==> config.mk <==
export PLATFORM = sky130hd
export DESIGN_NAME = sub32_serial
export DESIGN_NICKNAME = d
export VERILOG_FILES = /design/src/rtl/md5_arith_pkg.sv /design/src/rtl/sub32_serial_slice_sub.sv /design/src/rtl/sub32_serial.sv
export SDC_FILE = /design/constraint.sdc
export NUM_CORES = 1
export LEC_CHECK = 0
export BUFFER_PORTS_ARGS = -buffer_cell sky130_fd_sc_hd__buf_2
export CORE_ASPECT_RATIO = 1.25
export CORE_MARGIN = 2
export CORE_UTILIZATION = 49
export DETAILED_ROUTE_END_ITERATION = 10
export PLACE_DENSITY = 0.85
export SLEW_MARGIN = 20
export SYNTH_ARGS = -nofsm -noshare
export SYNTH_HDL_FRONTEND = slang
export SYNTH_SLANG_ARGS = --single-unit
==> constraint.sdc <==
create_clock -name clk -period 2.59 [get_ports clk]
set_input_delay 0 -clock clk [delete_from_list [all_inputs] [get_ports clk]]
set_output_delay 0 -clock clk [all_outputs]
set_load 0.05 [all_outputs]
==> src/rtl/md5_arith_pkg.sv <==
// Shared arithmetic definitions for the MD5 round-unwind datapath blocks.
package md5_arith_pkg;

    localparam int WORD_W  = 32;
    localparam int SLICE_W = 8;

    typedef enum logic [1:0] {
        IDLE = 2'd0,
        BUSY = 2'd1,
        DONE = 2'd2
    } state_t;

    function automatic int nslice(input int width, input int slice);
        return width / slice;
    endfunction

endpackage

==> src/rtl/sub32_serial_slice_sub.sv <==
// Combinational W-bit subtract slice: d = x - y - bin, bout set on underflow.
module slice_sub
    import md5_arith_pkg::*;
#(
    parameter int W = SLICE_W
) (
    input  logic [W-1:0] x,
    input  logic [W-1:0] y,
    input  logic         bin,
    output logic [W-1:0] d,
    output logic         bout
);

    logic [W:0] sum;

    // Two's-complement form: carry-out of x + ~y + !bin is the inverse of borrow.
    assign sum  = {1'b0, x} + {1'b0, ~y} + {{W{1'b0}}, ~bin};
    assign d    = sum[W-1:0];
    assign bout = ~sum[W];

endmodule

==> src/rtl/sub32_serial.sv <==
// Serial modular subtractor, one SLICE-bit chunk per cycle, LSB chunk first.
// Define SUB32_SERIAL_ADD_MODE_EN to add an 'op' port selecting a + b.
module sub32_serial
    import md5_arith_pkg::*;
#(
    parameter int WIDTH = WORD_W,
    parameter int SLICE = SLICE_W
) (
    input  logic             clk,
    input  logic             rst_n,
    input  logic             in_valid,
    output logic             in_ready,
    input  logic [WIDTH-1:0] a,
    input  logic [WIDTH-1:0] b,
`ifdef SUB32_SERIAL_ADD_MODE_EN
    input  logic             op,
`endif
    output logic             out_valid,
    input  logic             out_ready,
    output logic [WIDTH-1:0] diff,
    output logic             borrow
);

    localparam int NSLICE = nslice(WIDTH, SLICE);
    localparam int IDX_W  = (NSLICE > 1) ? $clog2(NSLICE) : 1;
    localparam logic [IDX_W-1:0] LAST = IDX_W'(NSLICE - 1);

    state_t           state;
    state_t           state_nxt;
    logic [IDX_W-1:0] idx;
    logic             brw;
    logic             op_q;
    logic             op_in;
    logic [WIDTH-1:0] a_q;
    logic [WIDTH-1:0] b_q;
    logic             accept;
    logic             last;
    logic [SLICE-1:0] a_s;
    logic [SLICE-1:0] b_s;
    logic [SLICE-1:0] y_s;
    logic [SLICE-1:0] d_s;
    logic             bout;

`ifdef SUB32_SERIAL_ADD_MODE_EN
    assign op_in = op;
`else
    assign op_in = 1'b0;
`endif

    assign accept = in_valid && (state == IDLE);
    assign last   = (idx == LAST);

    always_ff @(posedge clk or negedge rst_n) begin
        if (!rst_n) begin
            state <= IDLE;
        end else begin
            state <= state_nxt;
        end
    end

    always_comb begin
        state_nxt = state;
        in_ready  = 1'b0;
        out_valid = 1'b0;
        case (state)
            IDLE: begin
                in_ready = 1'b1;
                if (in_valid) begin
                    state_nxt = BUSY;
                end
            end
            BUSY: begin
                if (last) begin
                    state_nxt = DONE;
                end
            end
            DONE: begin
                out_valid = 1'b1;
                if (out_ready) begin
                    state_nxt = IDLE;
                end
            end
            default: state_nxt = IDLE;
        endcase
    end

    // Addition reuses the subtract slice: feeding ~b turns x + ~y into x + b,
    // and the registered bit holds the inverted carry in that mode.
    always_comb begin
        a_s = a_q[idx*SLICE +: SLICE];
        b_s = b_q[idx*SLICE +: SLICE];
        y_s = op_q ? ~b_s : b_s;
    end

    slice_sub #(
        .W(SLICE)
    ) u_slice (
        .x   (a_s),
        .y   (y_s),
        .bin (brw),
        .d   (d_s),
        .bout(bout)
    );

    always_ff @(posedge clk or negedge rst_n) begin
        if (!rst_n) begin
            a_q    <= '0;
            b_q    <= '0;
            op_q   <= 1'b0;
            idx    <= '0;
            brw    <= 1'b0;
            diff   <= '0;
            borrow <= 1'b0;
        end else if (accept) begin
            a_q  <= a;
            b_q  <= b;
            op_q <= op_in;
            idx  <= '0;
            // Add mode starts with carry-in 0, i.e. an inverted "borrow" of 1.
            brw  <= op_in;
        end else if (state == BUSY) begin
            diff[idx*SLICE +: SLICE] <= d_s;
            brw <= bout;
            idx <= idx + 1'b1;
            if (last) begin
                borrow <= op_q ? ~bout : bout;
            end
        end
    end

endmodule

==> impl_metrics.py <==
metrics = {
    "layout": {
        "fin_area_um2": 6500,
        "layout.nets": 609,
        "num_antenna_cells": 0,
        "final_cell_mix": "101 x dfrtp_1, 101 x buf_2, 66 x dlygate4sd3_1",
        "layout-drive-gt1-share_pct": 43.9,
        "area_growth_pct": 37.4,
        "utilization_pct": 68.4,
    },
    "sta": {
        "rsz0062_at_grt": "true",
        "period_share_pct": 102,
        "finalCriticalPeriod_ns": 2.63,
        "setup_viol": 4,
        "final_max_slew_viol_count": 0,
        "final-hold-violation-count": 0,
        "clock_skew_ns": 0.0118,
        "relSlewSlack_pct": 58.5,
        "max_freq_mhz": 380,
        "worst_slew_pin_slew_ns": 0.622,
        "layout_setup_ws_ns": -0.0419,
    },
    "clock_tree": {
        "root_buffer": "clkbuf_16",
        "cts_buffer_depth": 2,
        "tritoncts": "done",
        "cts_inserted_buffers": 9,
        "cts_htree_levels": 3,
        "clkSlewWorstSetupHoldPaths_ns": 0.07,
        "clock_latency_ns": 0.35,
        "cts_sinks": 102,
    },
    "critical_path": {
        "critical-path-slowest-cell": "mux4_2",
        "cp_common_cell": "fa_2",
        "reg2reg_to": "diff[22]",
        "end_kind": "flop",
        "cp_num_buf_inv": 1,
        "crit_family": "adder cells",
        "r2r_cells": 8,
        "startpoint": "idx[0]",
        "rr_startpoint": "idx[0]",
        "slowest_delay_ns": 0.55,
        "path_depth": 8,
        "required_ns": 2.84,
        "critPathKind": "flop to flop",
        "crit_arrival_ns": 2.88,
        "worstSetupStartpointType": "flop",
        "r2r_slack_ns": -0.04,
        "crit_path_end": "diff[22]",
        "cp_cell_sequence": "mux4_2, fa_2, inv_2, fa_2, a21o_2, nand4_1, and3b_2, o31ai_1",
        "crit_fanout": 6,
    },
    "route": {
        "drt-initial-drc-count": 231,
        "viasPerCell": 5.39,
        "vias": 3539,
        "antenna_left": 0,
        "drcViolationCount": 0,
        "detail_route.first_pass.iterations": 4,
        "wl_per_cell_um": 18.0,
        "wl_um": 11800,
    },
    "place": {
        "io_buffer_count": 102,
        "placed_cell_area_um2": 5440,
        "place_congestion": 0.901,
        "hpwl_um": 8020,
        "post-place-ws_ns": -0.118,
    },
    "synthesis": {
        "synth_warnings": 0,
        "syn-cell-area_um2": 4730,
        "ys_seq_area_share_pct": 53.9,
        "synth.distinct_cells": 42,
        "synth-seq-cells": 102,
        "post_synth.cell_area_avg_um2": 13.8,
        "syn_nets": 427,
        "syn_inst": 344,
    },
    "status": {
        "status": "finished with violations",
        "violations": "negative setup slack",
    },
    "global_route": {
        "grt_pass1_vias": 3799,
        "antenna_found_initial": 0,
        "grt_max_degree": 56,
        "overflow": 0,
        "globalRouteTotalUtil_pct": 24.2,
        "grt_pass1_wl_um": 19200,
    },
    "worst_hold_path": {
        "hold_path_class": "input port to flop",
    },
    "floorplanning": {
        "initial_core_util_pct": 49.8,
        "io_pins": 103,
        "die_w_um": 91.9,
        "die_height_um": 114,
        "rows": 40,
        "die-area_um2": 10500,
        "core-area_um2": 9510,
    },
    "job": {
        "max-cap-violations": 0,
    },
}
==> sequential cells by signal (all words and copies together) (netlist names) <==
signal,count
state,2
a_q,32
borrow,1
idx,2
brw,1
b_q,32
diff,32
==> tightest hold or removal path, cell delays in order <==
cell,delay [ns]
buf_2,0.10
o21bai_1,0.11
a21oi_1,0.13
==> worst min-delay path by stage <==
stage | endpoint | cells after the start | start | slack [ns]
floorplan | a_q[0] | 0 | rst_n | -0.30
global placement | a_q[18] | 1 | rst_n | 0.04
detailed placement | a_q[21] | 1 | rst_n | 0.06
CTS | state[0] | 3 | in_valid | 0.02
global route | state[0] | 3 | in_valid | 0.05
finish | state[0] | 3 | in_valid | 0.03
==> layout make-up <==
cell class / count / area, um^2
repair buffers: 184 / 1320
clock inverters: 5 / 81.3
inverters: 13 / 48.8
clock buffers: 11 / 243
fillers: 660 / 3010
multi-input cells: 216 / 2100
well taps: 126 / 158
flip-flops and latches: 102 / 2550
==> cell usage after synthesis, drive strengths merged <==
cell	instances	area share (%)
o311a	1	0.45
a22o	9	1.7
inv	13	1.0
a2111oi	1	0.19
nand3	1	0.11
nand2	35	2.8
and3b	1	0.19
a311oi	1	0.32
and4	2	0.37
mux4	16	7.6
a21boi	1	0.16
or2	1	0.13
mux2	65	15
a211oi	1	0.16
xnor2	2	0.37
nor2b	1	0.13
nand2b	4	0.53
fa	2	0.85
o21bai	2	0.32
buf	13	2.4
nand4	4	0.53
nor4	1	0.13
or4	1	0.16
nor2	10	0.85
a21oi	4	0.50
o31ai	12	1.9
a21o	4	0.69
o22ai	1	0.26
dfrtp	102	54
and2	1	0.13
mux2i	1	0.21
o21ai	17	1.9
ha	13	3.4
a22oi	1	0.16
==> repair_timing <==
| action | CTS | global route |
|---|---|---|
| hold endpoints to repair | 112 | 0 |
| setup endpoints to repair | 15 | 18 |
| pin swaps | 3 | 9 |
| buffers inserted | 0 | 1 |
| resized for setup | 8 | 8 |
| hold buffers | 66 | 0 |
==> stage by stage <==
stage	std cells	hold WS, ns	setup TNS (ns)
6_report	657	0.0260	-0.0919
5_1_grt	657	0.0497	-1.54
4_1_cts	656	0.0159	0
3_5_place_dp	574	0.0565	-0.551
3_3_place_gp	574	0.0406	-0.131
2_1_floorplan	344	-0.296	0
==> cell families after synthesis <==
kind of cell / Yosys count / share of synthesized area [%]
xor+xnor: 2 / 0.370
simple gates: 62 / 6.03
flops: 102 / 53.9
mux: 82 / 23.3
fa+ha+maj: 15 / 4.28
compound gates: 55 / 8.65
buf+inv: 26 / 3.44
==> layer usage <==
metal	wire (um)	up-vias	global-route usage, %	share of wire, %
met5	0	-	0	0
met3	460	34	4.16	3.9
met4	479	0	12.9	4.0
met2	6480	110	43.3	55
li1	-	1624	-	-
met1	4410	1771	27.5	37
Power is left out: the tool's default activity adds up to more than one toggle a clock period on the data nets, which glitch-free logic cannot reach.
